**config.mk**
```make
export PLATFORM = sky130hd
export DESIGN_NAME = trng_ctrl_flat
export DESIGN_NICKNAME = d
export VERILOG_FILES = /design/src/rtl/trng_pkg.sv /design/src/rtl/trng_if.sv /design/src/rtl/trng_sync.sv /design/src/rtl/trng_ctrl.sv /design/src/flat_wrapper.sv
export SDC_FILE = /design/constraint.sdc
export NUM_CORES = 1
export LEC_CHECK = 0
export CAP_MARGIN = 30
export CORE_MARGIN = 1
export CORE_UTILIZATION = 49
export DETAILED_ROUTE_END_ITERATION = 6
export GPL_TIMING_DRIVEN = 0
export PLACE_DENSITY_LB_ADDON = 0.15
export SETUP_SLACK_MARGIN = 0.4
export SYNTH_ARGS = -nofsm -noshare
export SYNTH_HDL_FRONTEND = slang
export SYNTH_SLANG_ARGS = --single-unit
```
**constraint.sdc**
```tcl
create_clock -name clk -period 3.43 [get_ports clk]
set_input_delay 0.686 -clock clk [delete_from_list [all_inputs] [get_ports clk]]
set_output_delay 0.686 -clock clk [all_outputs]
set_load 0.01 [all_outputs]
```
**src/rtl/trng_pkg.sv**
```systemverilog
// Shared definitions for the ring-oscillator TRNG controller.
// Holds the FSM state type and the default parameter values.
// Latency/backpressure: n/a (definitions only).
package trng_pkg;

  localparam int N_DEF          = 30;
  localparam int WARMUP_DEF     = 64;
  localparam int SAMPLE_DIV_DEF = 8;
  localparam int REP_LIMIT_DEF  = 32;

  // Bits collected per output byte.
  localparam int BYTE_BITS = 8;

  typedef enum logic [2:0] {
    ST_IDLE    = 3'd0,
    ST_WARMUP  = 3'd1,
    ST_SAMPLE  = 3'd2,
    ST_PRESENT = 3'd3,
    ST_FAULT   = 3'd4
  } state_t;

endpackage

```
**src/rtl/trng_if.sv**
```systemverilog
// Request/response bundle between a random-byte consumer and trng_ctrl.
// Latency: none (wires only).
// Backpressure: data/valid held by the controller until ready.
// Ports: start, ready, clr_fail (consumer -> controller);
//        ro_en, data, valid, busy, fail (controller -> consumer).
interface trng_if;

  logic       start;
  logic       ready;
  logic       clr_fail;
  logic       ro_en;
  logic [7:0] data;
  logic       valid;
  logic       busy;
  logic       fail;

  // Consumer side.
  modport master (
    output start, ready, clr_fail,
    input  ro_en, data, valid, busy, fail
  );

  // Controller side.
  modport slave (
    input  start, ready, clr_fail,
    output ro_en, data, valid, busy, fail
  );

endinterface

```
**src/rtl/trng_sync.sv**
```systemverilog
// Parameterized-width 2-flop synchronizer for asynchronous RO outputs.
// Latency: 2 clk cycles from d to q.
// Backpressure: none.
// Ports: clk, rst (async active-high), d[W] async input, q[W] synchronized output.
module trng_sync #(
  parameter int W = 1
) (
  input  logic         clk,
  input  logic         rst,
  input  logic [W-1:0] d,
  output logic [W-1:0] q
);

  logic [W-1:0] meta;

  always_ff @(posedge clk or posedge rst) begin
    if (rst) begin
      meta <= '0;
      q    <= '0;
    end else begin
      meta <= d;
      q    <= meta;
    end
  end

endmodule

```
**src/rtl/trng_ctrl.sv**
```systemverilog
// Ring-oscillator TRNG controller: warm up ROs, sample XOR of bank into bytes, repetition health test.
// Latency: first byte valid WARMUP + 8*SAMPLE_DIV edges after start; back-to-back bytes 8*SAMPLE_DIV.
// Backpressure: byte held in PRESENT (no sampling) until ready; start at handshake chains next byte.
// Ports: clk, rst (async active-high), ro_in[N] raw RO outputs, host (trng_if.slave).
module trng_ctrl
  import trng_pkg::*;
#(
  parameter int N          = N_DEF,
  parameter int WARMUP     = WARMUP_DEF,
  parameter int SAMPLE_DIV = SAMPLE_DIV_DEF,
  parameter int REP_LIMIT  = REP_LIMIT_DEF
) (
  input  logic         clk,
  input  logic         rst,
  input  logic [N-1:0] ro_in,
  trng_if.slave        host
);

  // One cycle counter serves both the warmup period and the sample window.
  localparam int CNT_MAX = (WARMUP > SAMPLE_DIV) ? WARMUP : SAMPLE_DIV;
  localparam int CNT_W   = $clog2(CNT_MAX) + 1;
  localparam int BIT_W   = $clog2(BYTE_BITS) + 1;
  localparam int REP_W   = $clog2(REP_LIMIT) + 1;

  logic [N-1:0]     ro_sync;
  logic             raw_bit;

  state_t           state;
  logic             ro_en_q;
  logic             valid_q;
  logic             busy_q;
  logic             fail_q;
  logic [7:0]       data_q;
  logic [7:0]       shift_q;
  logic [CNT_W-1:0] cyc_cnt;
  logic [BIT_W-1:0] bit_cnt;
  logic [REP_W-1:0] rep_cnt;
  logic             last_bit;
  logic             have_bit;

  logic [REP_W-1:0] rep_next;
  logic [7:0]       shift_next;
  logic             warm_done;
  logic             win_end;

  trng_sync #(.W(N)) u_sync (
    .clk (clk),
    .rst (rst),
    .d   (ro_in),
    .q   (ro_sync)
  );

  assign raw_bit = ^ro_sync;

  // Run length after the current capture; the first bit after enable has no predecessor.
  assign rep_next   = (have_bit && (raw_bit == last_bit)) ? rep_cnt + REP_W'(1) : REP_W'(1);
  assign shift_next = {shift_q[6:0], raw_bit};
  assign warm_done  = (cyc_cnt == CNT_W'(WARMUP - 1));
  assign win_end    = (cyc_cnt == CNT_W'(SAMPLE_DIV - 1));

  always_ff @(posedge clk or posedge rst) begin
    if (rst) begin
      state    <= ST_IDLE;
      ro_en_q  <= 1'b0;
      valid_q  <= 1'b0;
      busy_q   <= 1'b0;
      fail_q   <= 1'b0;
      data_q   <= 8'd0;
      shift_q  <= 8'd0;
      cyc_cnt  <= '0;
      bit_cnt  <= '0;
      rep_cnt  <= '0;
      last_bit <= 1'b0;
      have_bit <= 1'b0;
    end else begin
      case (state)
        ST_IDLE: begin
          if (host.start) begin
            state    <= ST_WARMUP;
            ro_en_q  <= 1'b1;
            busy_q   <= 1'b1;
            cyc_cnt  <= '0;
            bit_cnt  <= '0;
            shift_q  <= 8'd0;
            rep_cnt  <= REP_W'(1);
            have_bit <= 1'b0;
          end
        end

        ST_WARMUP: begin
          if (warm_done) begin
            state   <= ST_SAMPLE;
            cyc_cnt <= '0;
          end else begin
            cyc_cnt <= cyc_cnt + CNT_W'(1);
          end
        end

        ST_SAMPLE: begin
          if (win_end) begin
            cyc_cnt  <= '0;
            rep_cnt  <= rep_next;
            last_bit <= raw_bit;
            have_bit <= 1'b1;
            if (rep_next == REP_W'(REP_LIMIT)) begin
              // Health fault wins over byte completion; partial byte dropped.
              state   <= ST_FAULT;
              ro_en_q <= 1'b0;
              busy_q  <= 1'b0;
              fail_q  <= 1'b1;
              shift_q <= 8'd0;
              bit_cnt <= '0;
            end else if (bit_cnt == BIT_W'(BYTE_BITS - 1)) begin
              state   <= ST_PRESENT;
              data_q  <= shift_next;
              valid_q <= 1'b1;
              shift_q <= 8'd0;
              bit_cnt <= '0;
            end else begin
              shift_q <= shift_next;
              bit_cnt <= bit_cnt + BIT_W'(1);
            end
          end else begin
            cyc_cnt <= cyc_cnt + CNT_W'(1);
          end
        end

        ST_PRESENT: begin
          if (host.ready) begin
            valid_q <= 1'b0;
            cyc_cnt <= '0;
            if (host.start) begin
              // Chain straight into the next byte; ROs are already settled.
              state <= ST_SAMPLE;
            end else begin
              state   <= ST_IDLE;
              ro_en_q <= 1'b0;
              busy_q  <= 1'b0;
            end
          end
        end

        ST_FAULT: begin
          if (host.clr_fail) begin
            state  <= ST_IDLE;
            fail_q <= 1'b0;
          end
        end

        default: begin
          state   <= ST_IDLE;
          ro_en_q <= 1'b0;
          valid_q <= 1'b0;
          busy_q  <= 1'b0;
          fail_q  <= 1'b0;
        end
      endcase
    end
  end

  assign host.ro_en = ro_en_q;
  assign host.data  = data_q;
  assign host.valid = valid_q;
  assign host.busy  = busy_q;
  assign host.fail  = fail_q;

endmodule

```
**src/flat_wrapper.sv**
```systemverilog
// flat-port wrapper written by rule: the top's interface ports become plain ports
module trng_ctrl_flat import trng_pkg::*;
#(
  parameter int N          = N_DEF,
  parameter int WARMUP     = WARMUP_DEF,
  parameter int SAMPLE_DIV = SAMPLE_DIV_DEF,
  parameter int REP_LIMIT  = REP_LIMIT_DEF
)
  (clk, rst, ro_in, host_start, host_ready, host_clr_fail, host_ro_en, host_data, host_valid, host_busy, host_fail);
  trng_if host_i ();
  input  logic clk;
  input  logic rst;
  input  logic [N-1:0] ro_in;
  input wire logic [$bits(host_i.start)-1:0] host_start;
  input wire logic [$bits(host_i.ready)-1:0] host_ready;
  input wire logic [$bits(host_i.clr_fail)-1:0] host_clr_fail;
  output wire logic [$bits(host_i.ro_en)-1:0] host_ro_en;
  output wire logic [$bits(host_i.data)-1:0] host_data;
  output wire logic [$bits(host_i.valid)-1:0] host_valid;
  output wire logic [$bits(host_i.busy)-1:0] host_busy;
  output wire logic [$bits(host_i.fail)-1:0] host_fail;
  assign host_i.start = host_start;
  assign host_i.ready = host_ready;
  assign host_i.clr_fail = host_clr_fail;
  assign host_ro_en = host_i.ro_en;
  assign host_data = host_i.data;
  assign host_valid = host_i.valid;
  assign host_busy = host_i.busy;
  assign host_fail = host_i.fail;
  trng_ctrl #(.N(N), .WARMUP(WARMUP), .SAMPLE_DIV(SAMPLE_DIV), .REP_LIMIT(REP_LIMIT)) u_core (.clk(clk), .rst(rst), .ro_in(ro_in), .host(host_i));
endmodule
```
* Yosys cells after proc, flatten, opt, wreduce, memory -nomap -nowiden *
Index checks and enable logic that the tools add are counted.

cells by class
  $add $sub $neg = 3
  eq/ne operators = 19
  muxes and demuxes = 46
  bitwise logic cells = 4
  reduce and logical (&&, ||, !) cells = 16

operators with widths
  kind                                                   count
  2-to-1 mux 7 bit                                       8
  XOR reduction 30 bit                                   1
  one-hot mux 7 bit (4 select lines)                     1
  2-to-1 mux 3 bit                                       7
  2-to-1 mux 6 bit                                       3
  2-to-1 mux 4 bit                                       4
  one-hot mux 3 bit (5 select lines)                     1
  2-to-1 mux 1 bit                                       14
  one-hot mux 7 bit (2 select lines)                     1
  one-hot mux 6 bit (2 select lines)                     1
  AND reduction 6 bit                                    2
  inequality test 2 bit, second input constant           5
  inequality test 2 x 1 -> 1 bit, second input constant  4
  one-hot mux 4 bit (2 select lines)                     1
  AND reduction 4 bit                                    2
  adder 7 x 1 -> 7 bit, second input constant            1
  equality test 7 x 3 -> 1 bit, second input constant    1
  equality test 7 x 6 -> 1 bit, second input constant    1
  adder 6 x 1 -> 6 bit, second input constant            1
  equality test 3 x 2 -> 1 bit, second input constant    2
  equality test 6 bit, second input constant             1
  one-hot mux 1 bit (3 select lines)                     2
  AND reduction 3 bit                                    2
  OR reduction 3 bit                                     2
  other kinds (17)                                       20

word-level totals
  register bits after elaboration = 100
  input bits = 35
  output and inout port bits = 12
  logic and storage cells = 101

* Logic depth before layout (Yosys ltp) *
Gate-level depths: netlist (run 1).

  depth in word-level cells = 8
  depth in mapped cells = 9

* Modules after synthesis *
A second synthesis (run 1) with hierarchy kept.

second synthesis, totals
  cells, all modules = 303
  area, all modules = 3,827.4 um2

by module, submodules not included
  module     times used  cells each  area an instance (um2)  seq. area each (um2)
  trng_ctrl  1           242         2,322.2                 1,001.0
  trng_sync  1           61          1,505.2                 1,501.4

* Worst setup path before layout (run 1) *
Ideal clock, no wire load.

  path type = register to register
  start point = register u_core.u_sync.q[10]
  end point = register u_core.data_q[1], in the netlist u_core.host.data[1]
  arrival time = 2.569 ns
  setup slack = 0.736 ns
  cell stages (with the launch flop) = 9
  path buffers = 1
  clock period less this slack = 2.694 ns
  cells stage by stage = dfrtp_1 xor2_1 xnor3_1 xnor3_1 xnor3_2 mux2_4 and3_2 buf_6 mux2_2

on the way
  word-level cells in the longest chain between the ends = 7

RTL lines
  item                                  line              RTL
  start: declaration                    trng_sync.sv:11   output logic [W-1:0] q
  start signal: assignment              trng_sync.sv:22   q <= meta;
  XOR reduction 30 bit                  trng_ctrl.sv:53   assign raw_bit = ^ro_sync;
  equality test 1 bit                   trng_ctrl.sv:56   assign rep_next = (have_bit && (raw_bit == last_bit)) ? rep_cnt + REP_W'(1) : REP_W'(1);
  logical AND 1 bit                     trng_ctrl.sv:56
  2-to-1 mux 6 bit                      trng_ctrl.sv:56
  equality test 6 bit                   trng_ctrl.sv:105  if (rep_next == REP_W'(REP_LIMIT)) begin
  NOT 1 bit (no source line)            --
  AND reduction 4 bit (no source line)  --
  end signal: assignment                trng_ctrl.sv:115  data_q <= shift_next;
  end: declaration                      trng_ctrl.sv:33   logic [7:0] data_q;

Every way passes these cells.
A chain may end at the register's enable or synchronous reset.

* Final worst setup path (run 1) *
  start point = register u_core.u_sync.q[10]
  end point = register u_core.data_q[6], in the netlist u_core.host.data[6]

The elaborated chain is that of the path after synthesis.

==> results of run 1 <==
cells in the final DEF (no fill, tap or decap), types with 7 or more instances in the layout:
cell type / instances
inv_1: 7
dfrtp_1: 100
xnor2_1: 22
nor2_1: 16
nand2_1: 42
mux2_2: 8
clkbuf_1: 7
clkdlybuf4s50_1: 46
a21oi_1: 7
clkbuf_8: 9
o21ai_0: 26
nand3_1: 11
state kept, by name, indices dropped and copies added, names as in the netlist:
| name | count |
|---|---|
| u_core.bit_cnt | 4 |
| u_core.u_sync.meta | 30 |
| u_core.last_bit | 1 |
| u_core.have_bit | 1 |
| u_core.host.busy | 1 |
| u_core.shift_q | 7 |
| u_core.host.fail | 1 |
| u_core.rep_cnt | 6 |
| u_core.host.data | 8 |
| u_core.u_sync.q | 30 |
| u_core.state | 3 |
| u_core.host.valid | 1 |
| u_core.cyc_cnt | 7 |
through the flow:
step | setup WS [ps] | hold slack, ps | instances | util (%)
2_1_floorplan | 736 | 331 | 308 | -
3_3_place_gp | 540 | 333 | 453 | 59.5
3_5_place_dp | 527 | 335 | 455 | 60.1
4_1_cts | 497 | 353 | 471 | 62.4
5_1_grt | 409 | 360 | 471 | 62.4
6_report | 556 | 353 | 471 | 62.4
per-layer routing:
metal  GRT usage (%)  vias to the layer above
met5               0                        -
met1            22.4                     1164
met3            6.09                        4
met4            5.51                        0
met2            26.8                       49
li1                -                     1162
worst reg2reg max path, delay by kind of cell, from the launching register on:
kind                      cells  cell delay (ps)
DFF                           1              380
and+or+nand+nor               1              180
buffers and inverters         1              140
xor gates and xnor gates      4             1470
muxes                         2              600
cells by family (layout without fill, tap and decap cells):
group / count (synthesis) / in the layout / share of synthesized area [%]
AOI/OAI and AO/OA: 54 / 54 / 8.56
muxes: 11 / 11 / 3.29
and+or+nand+nor: 93 / 93 / 11.1
xor gates and xnor gates: 30 / 30 / 8.03
buffers and inverters: 17 / 81 / 2.17
adders and majority gates: 3 / 3 / 0.988
DFF: 100 / 100 / 65.9
final timing paths:
path	startpoint	to	slack, ps	cells past startpoint
worst max-delay path	u_core.u_sync.q[10]	u_core.host.data[6]	560	8
worst min-delay path	u_core.u_sync.meta[26]	u_core.u_sync.q[26]	350	0
worst max register to register	u_core.u_sync.q[10]	u_core.host.data[6]	560	8
worst min register to register	u_core.u_sync.meta[26]	u_core.u_sync.q[26]	350	0
max in group asynchronous	rst	u_core.u_sync.meta[19]	1890	4
min in group asynchronous	rst	u_core.cyc_cnt[4]	720	2
cell type report:
class / count / area, µm²
inverters: 8 / 33.8
clock buffers: 10 / 128
multi-input cells: 191 / 1210
well taps: 99 / 124
fillers: 578 / 2770
repair buffers: 48 / 500
plain buffers: 9 / 52.6
clock inverters: 6 / 46.3
flip-flops and latches: 100 / 2500
power by group through the flow:
stage	clock network, mW	logic, mW	registers (mW)
after CTS	0.695	0.385	1.31
after detailed placement	0	0.384	1.33
final	0.667	0.378	1.31
after floorplan	0	0.272	1.32
after global placement	0	0.366	1.33
after global routing	0.749	0.420	1.32
==> summary.md, run 1 <==
| Metric | Value |
|---|---|
| Slew @ Worst Pin | 768 ps |
| Min Tclk post-route | 2870 ps |
| Overflow after GRT | 0 |
| Post-detail-place hpwl | between 4000 and 5000 µm |
| Maximum number of pins on one net before global-route repair | 44 |
| Hold Fails Final Rpt | 0 |
| Post-synthesis sequential area ratio | 65.9% |
| Mapped Cells | 308 |
| CTS tree | built |
| # setup viols final | 0 |
| Core box area | 7370 µm² |
| Nets | 405 |
| CP most frequent cell | xnor3_1 |
| Library cells used by synthesis | 42 |
| Share of the synthesized area in the top cell type | between 60% and 70% |
| Slowest cell delay on critical path | roughly 510 ps |
| Most common cell in the synthesized netlist | dfrtp_1 |
| H-tree depth | 3 |
| CP top delay family | XOR/XNOR gates |
| Share of cells above drive strength 1 | 8.87% |
| First-pass GRT wire length | 10800 µm |
| DRC | 0 |
| DRT antenna net count | 0 |
| Routed WL | between 6000 and 7000 µm |
| DIE HEIGHT | 90.1 µm |
| Starting DRT DRC Count | 200 |
| Req. time, crit path | 3680 ps |
| Clk sinks | 100 |
| # Max-Cap Violations | 0 |
| Logic pwr share | 16.0% |
| DR WL met2 | 2970 µm |
| Clock transition at the registers of the reported paths | approximately 90 ps |
| Worst Setup End Kind | flip-flop |
| Synth Register Bits | 100 |
| Top Layer Used | met4 |
| CP Cell Sequence | xor2_1 > xnor3_1 > xnor3_1 > xnor3_2 > mux2_4 > and3_2 > buf_6 > mux2_2 |
| Fin. max-slew vios | 0 |
| CTS Buffer Depth | 2 |
| Clock power share | 28.3% |
| RSZ-0062 raised after global routing | false |
| Worst-skew pair later-pin latency | approximately 360 ps |
| Avg Inst Size Synth | 12.3 µm² |
| Tot Pwr | 2.36 mW |
| Vias in the first global route | between 2000 and 2500 |
| NetSw | 0.641 mW |
| Num CTS Buffers | 9 |
| Post-place instance area | 4430 µm² |
| Worst Hold Class | reg2reg |
| Synth top area cells | dfrtp_1, xnor2_1, nand2_1 |
| Met3 WL | about 280 µm |
| Buffers added on ports | 46 |
| Commonest cells in the netlist | dfrtp_1, nand2_1, o21ai_0, xnor2_1, nor2_1 |
| Ant diodes | 0 |
| Yosys Warn Count | 0 |
| Boundary pin count | 47 |
| Routability congestion estimate | 0.908 |
| WL per Instance | ~13 µm |
| Post-synth EDFFs | 0 |
| Initial antenna violation count | 0 |
| Seq pwr share | 55.7% |
| Drt pass-1 iters | 4 |
| Slowest CP cell | xnor3_2 |
| Leak | 1.97 nW |
| Sw Share | 27.2% |
| WS Path Type | reg2reg |
| Int Power | 1.72 mW |
| Vias post-DR | 2379 |
| Sum of buffers and inverters on the critical path | 1 |
| Drt via density | 5.05 |
| Cts hold-fix bufs | 0 |
| Clock skew | 12.1 ps |
| Type of origin of the critical path | flip-flop |
| Synth Cell Area | 3800 µm² |
| Maximum VDD drop | 0.000314 V |
| Die X | around 90 µm |
| Area delta synth->final | 21.1% |
| CTS Root Cell | clkbuf_8 |
| Pwr dens | 512 nW/µm² |
| Cell Rows | 31 |
| Post-route design area | about 4600 µm² |
| Global Route Usage Sum | between 15 and 20% |
| Data arrival, critical path | ~3100 ps |
| Setup_tns | 0 ps |
| CP max FO | 8 |
| Full die area | 8110 µm² |
| Slew headroom | roughly half |
| Initial Util | 51.6% |
| Fin crit share | 83.8% |
| Ys async rst share | 100% |
| Total setup buffers inserted after CTS | 0 |
| Ys flop type | dfrtp_1 |
| Post-synth net total | 346 |
| Largest area contributor in the netlist | dfrtp_1 |
| Outcome | complete, no violations |
| F_max | 0.348 GHz |
| # resized after CTS | 0 |
| Metal-1 WL | 2700 µm |
Note: power is estimated with default switching activity, not from simulation.
==> run 2: changes to the inputs <==
CORE_UTILIZATION = 55   (was 49)
clock period = 2.9 ns   (was 3.43 ns; I/O delays follow)
==> summary.md, run 2 (synthesis gave the netlist of run 1 again) <==
| Metric | Value |
|---|---|
| Worst-skew pair later-pin latency | about 360 ps |
| Boundary pin count | 47 |
| Drt pass-1 iters | 4 |
| Clock power share | 28.3% |
| Cell Rows | 29 |
| DRT antenna net count | 0 |
| Maximum number of pins on one net before global-route repair | 47 |
| Full die area | 7250 µm² |
| Cts hold-fix bufs | 0 |
| First-pass GRT wire length | 10500 µm |
| Pwr dens | 611 nW/µm² |
| Slew headroom | 57.3% |
| Data arrival, critical path | 2770 ps |
| RSZ-0062 raised after global routing | true |
| Overflow after GRT | 0 |
| # setup viols final | 0 |
| Seq pwr share | 54.2% |
| NetSw | 0.805 mW |
| WS Path Type | reg2reg |
| Setup_tns | 0 ps |
| Global Route Usage Sum | a little under a fifth |
| Sw Share | 28.1% |
| Routed WL | 6070 µm |
| CP most frequent cell | xnor3_1 |
| Most frequent cells in the layout | dfrtp_1, clkdlybuf4s50_1, nand2_1, o21ai_0, xnor2_1 |
| Area delta synth->final | 23.4% |
| Fin crit share | between 80% and 90% |
| # Max-Cap Violations | 0 |
| CTS tree | built |
| Worst Setup End Kind | flip-flop |
| F_max | between 0.3 and 0.4 GHz |
| Slowest cell delay on critical path | around 440 ps |
| Int Power | 2.06 mW |
| Logic pwr share | 17.5% |
| H-tree depth | 3 |
| Slowest CP cell | xnor3_1 |
| Initial antenna violation count | 0 |
| Worst Hold Class | reg2reg |
| Vias post-DR | approximately 2400 |
| Final Core Density | between 70 and 80% |
| Min Tclk post-route | 2520 ps |
| CTS Root Cell | clkbuf_8 |
| Starting DRT DRC Count | 140 |
| Sum of buffers and inverters on the critical path | 1 |
| Hold Fails Final Rpt | 0 |
| Clk sinks | 100 |
| Leak | between 1.5 and 2 nW |
| Vias in the first global route | 2432 |
| Num CTS Buffers | 9 |
| Commonest non-fill, non-tap cell in the layout | dfrtp_1 |
| Routability congestion estimate | 0.913 |
| Clock skew | 9.97 ps |
| Type of origin of the critical path | flip-flop |
| CP top delay family | XOR/XNOR gates |
| Buffers added on ports | 46 |
| CP Cell Sequence | xor2_1 > xnor3_1 > xnor3_1 > xnor3_2 > mux2_4 > and3_4 > buf_6 > mux2_2 |
| Req. time, crit path | roughly 3200 ps |
| Drt via density | 5.32 |
| Nets | 408 |
| Post-detail-place hpwl | approximately 4200 µm |
| WL per Instance | 13.4 µm |
| Core box area | 6490 µm² |
| DRC | 0 |
| CP max FO | 8 |
| Clock transition at the registers of the reported paths | 90 ps |
| Fin. max-slew vios | 0 |
| Share of cells above drive strength 1 | approximately an eighth |
| DIE HEIGHT | about 85 µm |
| Initial Util | 58.5% |
| Die X | 85.1 µm |
| Maximum VDD drop | between 0.0004 and 0.0005 V |
| Ant diodes | 0 |
| Outcome | complete, no violations |
| Slew @ Worst Pin | 638 ps |
| CTS Buffer Depth | 2 |
run 2: per-stage QoR:
step                      hold slack (ps)  setup WS [ps]  power, mW  instance area, µm²  std cells
after global routing                  356            280       3.01                4690        452
after CTS                             352            365       2.86                4640        452
after detailed placement              335            148       2.02                4400        433
after floorplan                       331            426       1.88                3800        308
after global placement                331            210       1.99                4360        431
final                                 351            381       2.86                4690        452
run 2: path summary, 6_finish.rpt:
path | start | to | slack, ps | cells after the start
min reg2reg | u_core.u_sync.meta[12] | u_core.u_sync.q[12] | 350 | 0
min | u_core.u_sync.meta[12] | u_core.u_sync.q[12] | 350 | 0
min in group asynchronous | rst | u_core.u_sync.meta[0] | 550 | 2
max in group asynchronous | rst | u_core.u_sync.meta[12] | 1550 | 4
max reg2reg | u_core.u_sync.q[10] | u_core.host.data[2] | 380 | 8
max | u_core.u_sync.q[10] | u_core.host.data[2] | 380 | 8
run 2: cell type report:
type / instances / area, µm²
Sequential cell: 100 / 2500
Buffer: 9 / 53.8
Timing Repair Buffer: 51 / 527
Tap cell: 77 / 96.3
Clock inverter: 7 / 60.1
Clock buffer: 9 / 124
Multi-Input combinational cell: 191 / 1290
Inverter: 8 / 33.8
Fill cell: 451 / 1810
run 2: routing by layer:
layer  global-route usage, %  wire (µm)  share of wire, %  vias up
met3                    5.84        270               4.4        8
met4                    6.78         72               1.2        0
met1                    23.0       2620                43     1174
met2                    31.7       3110                51       55
met5                       0          0                 0        -
li1                        -          -                 -     1167
run 2: timing repair:
action / in CTS / in global routing
buffers inserted: 3 / 0
pin swaps: 5 / 1
gates cloned: 0 / 0
gates resized for setup: 6 / 11
endpoints found under the hold margin: 0 / 0
endpoints found under the setup margin: 25 / 29
run 2: power by group through the flow:
| stage | Clock (mW) | Sequential, mW | Combinational, mW |
|---|---|---|---|
| 2_1_floorplan | 0 | 1.56 | 0.314 |
| 3_3_place_gp | 0 | 1.57 | 0.421 |
| 3_5_place_dp | 0 | 1.58 | 0.438 |
| 4_1_cts | 0.826 | 1.55 | 0.482 |
| 5_1_grt | 0.885 | 1.57 | 0.556 |
| 6_report | 0.810 | 1.55 | 0.502 |
==> run 3: changes to the inputs <==
--- a/constraint.sdc
+++ b/constraint.sdc
@@ -3,2 +3,2 @@
 set_output_delay 0.58 -clock clk [all_outputs]
-set_load 0.01 [all_outputs]
+set_load 0.02 [all_outputs]
==> results of run 3 <==
Same layout as run 2 (identical final DEF). Status: complete, no violations.
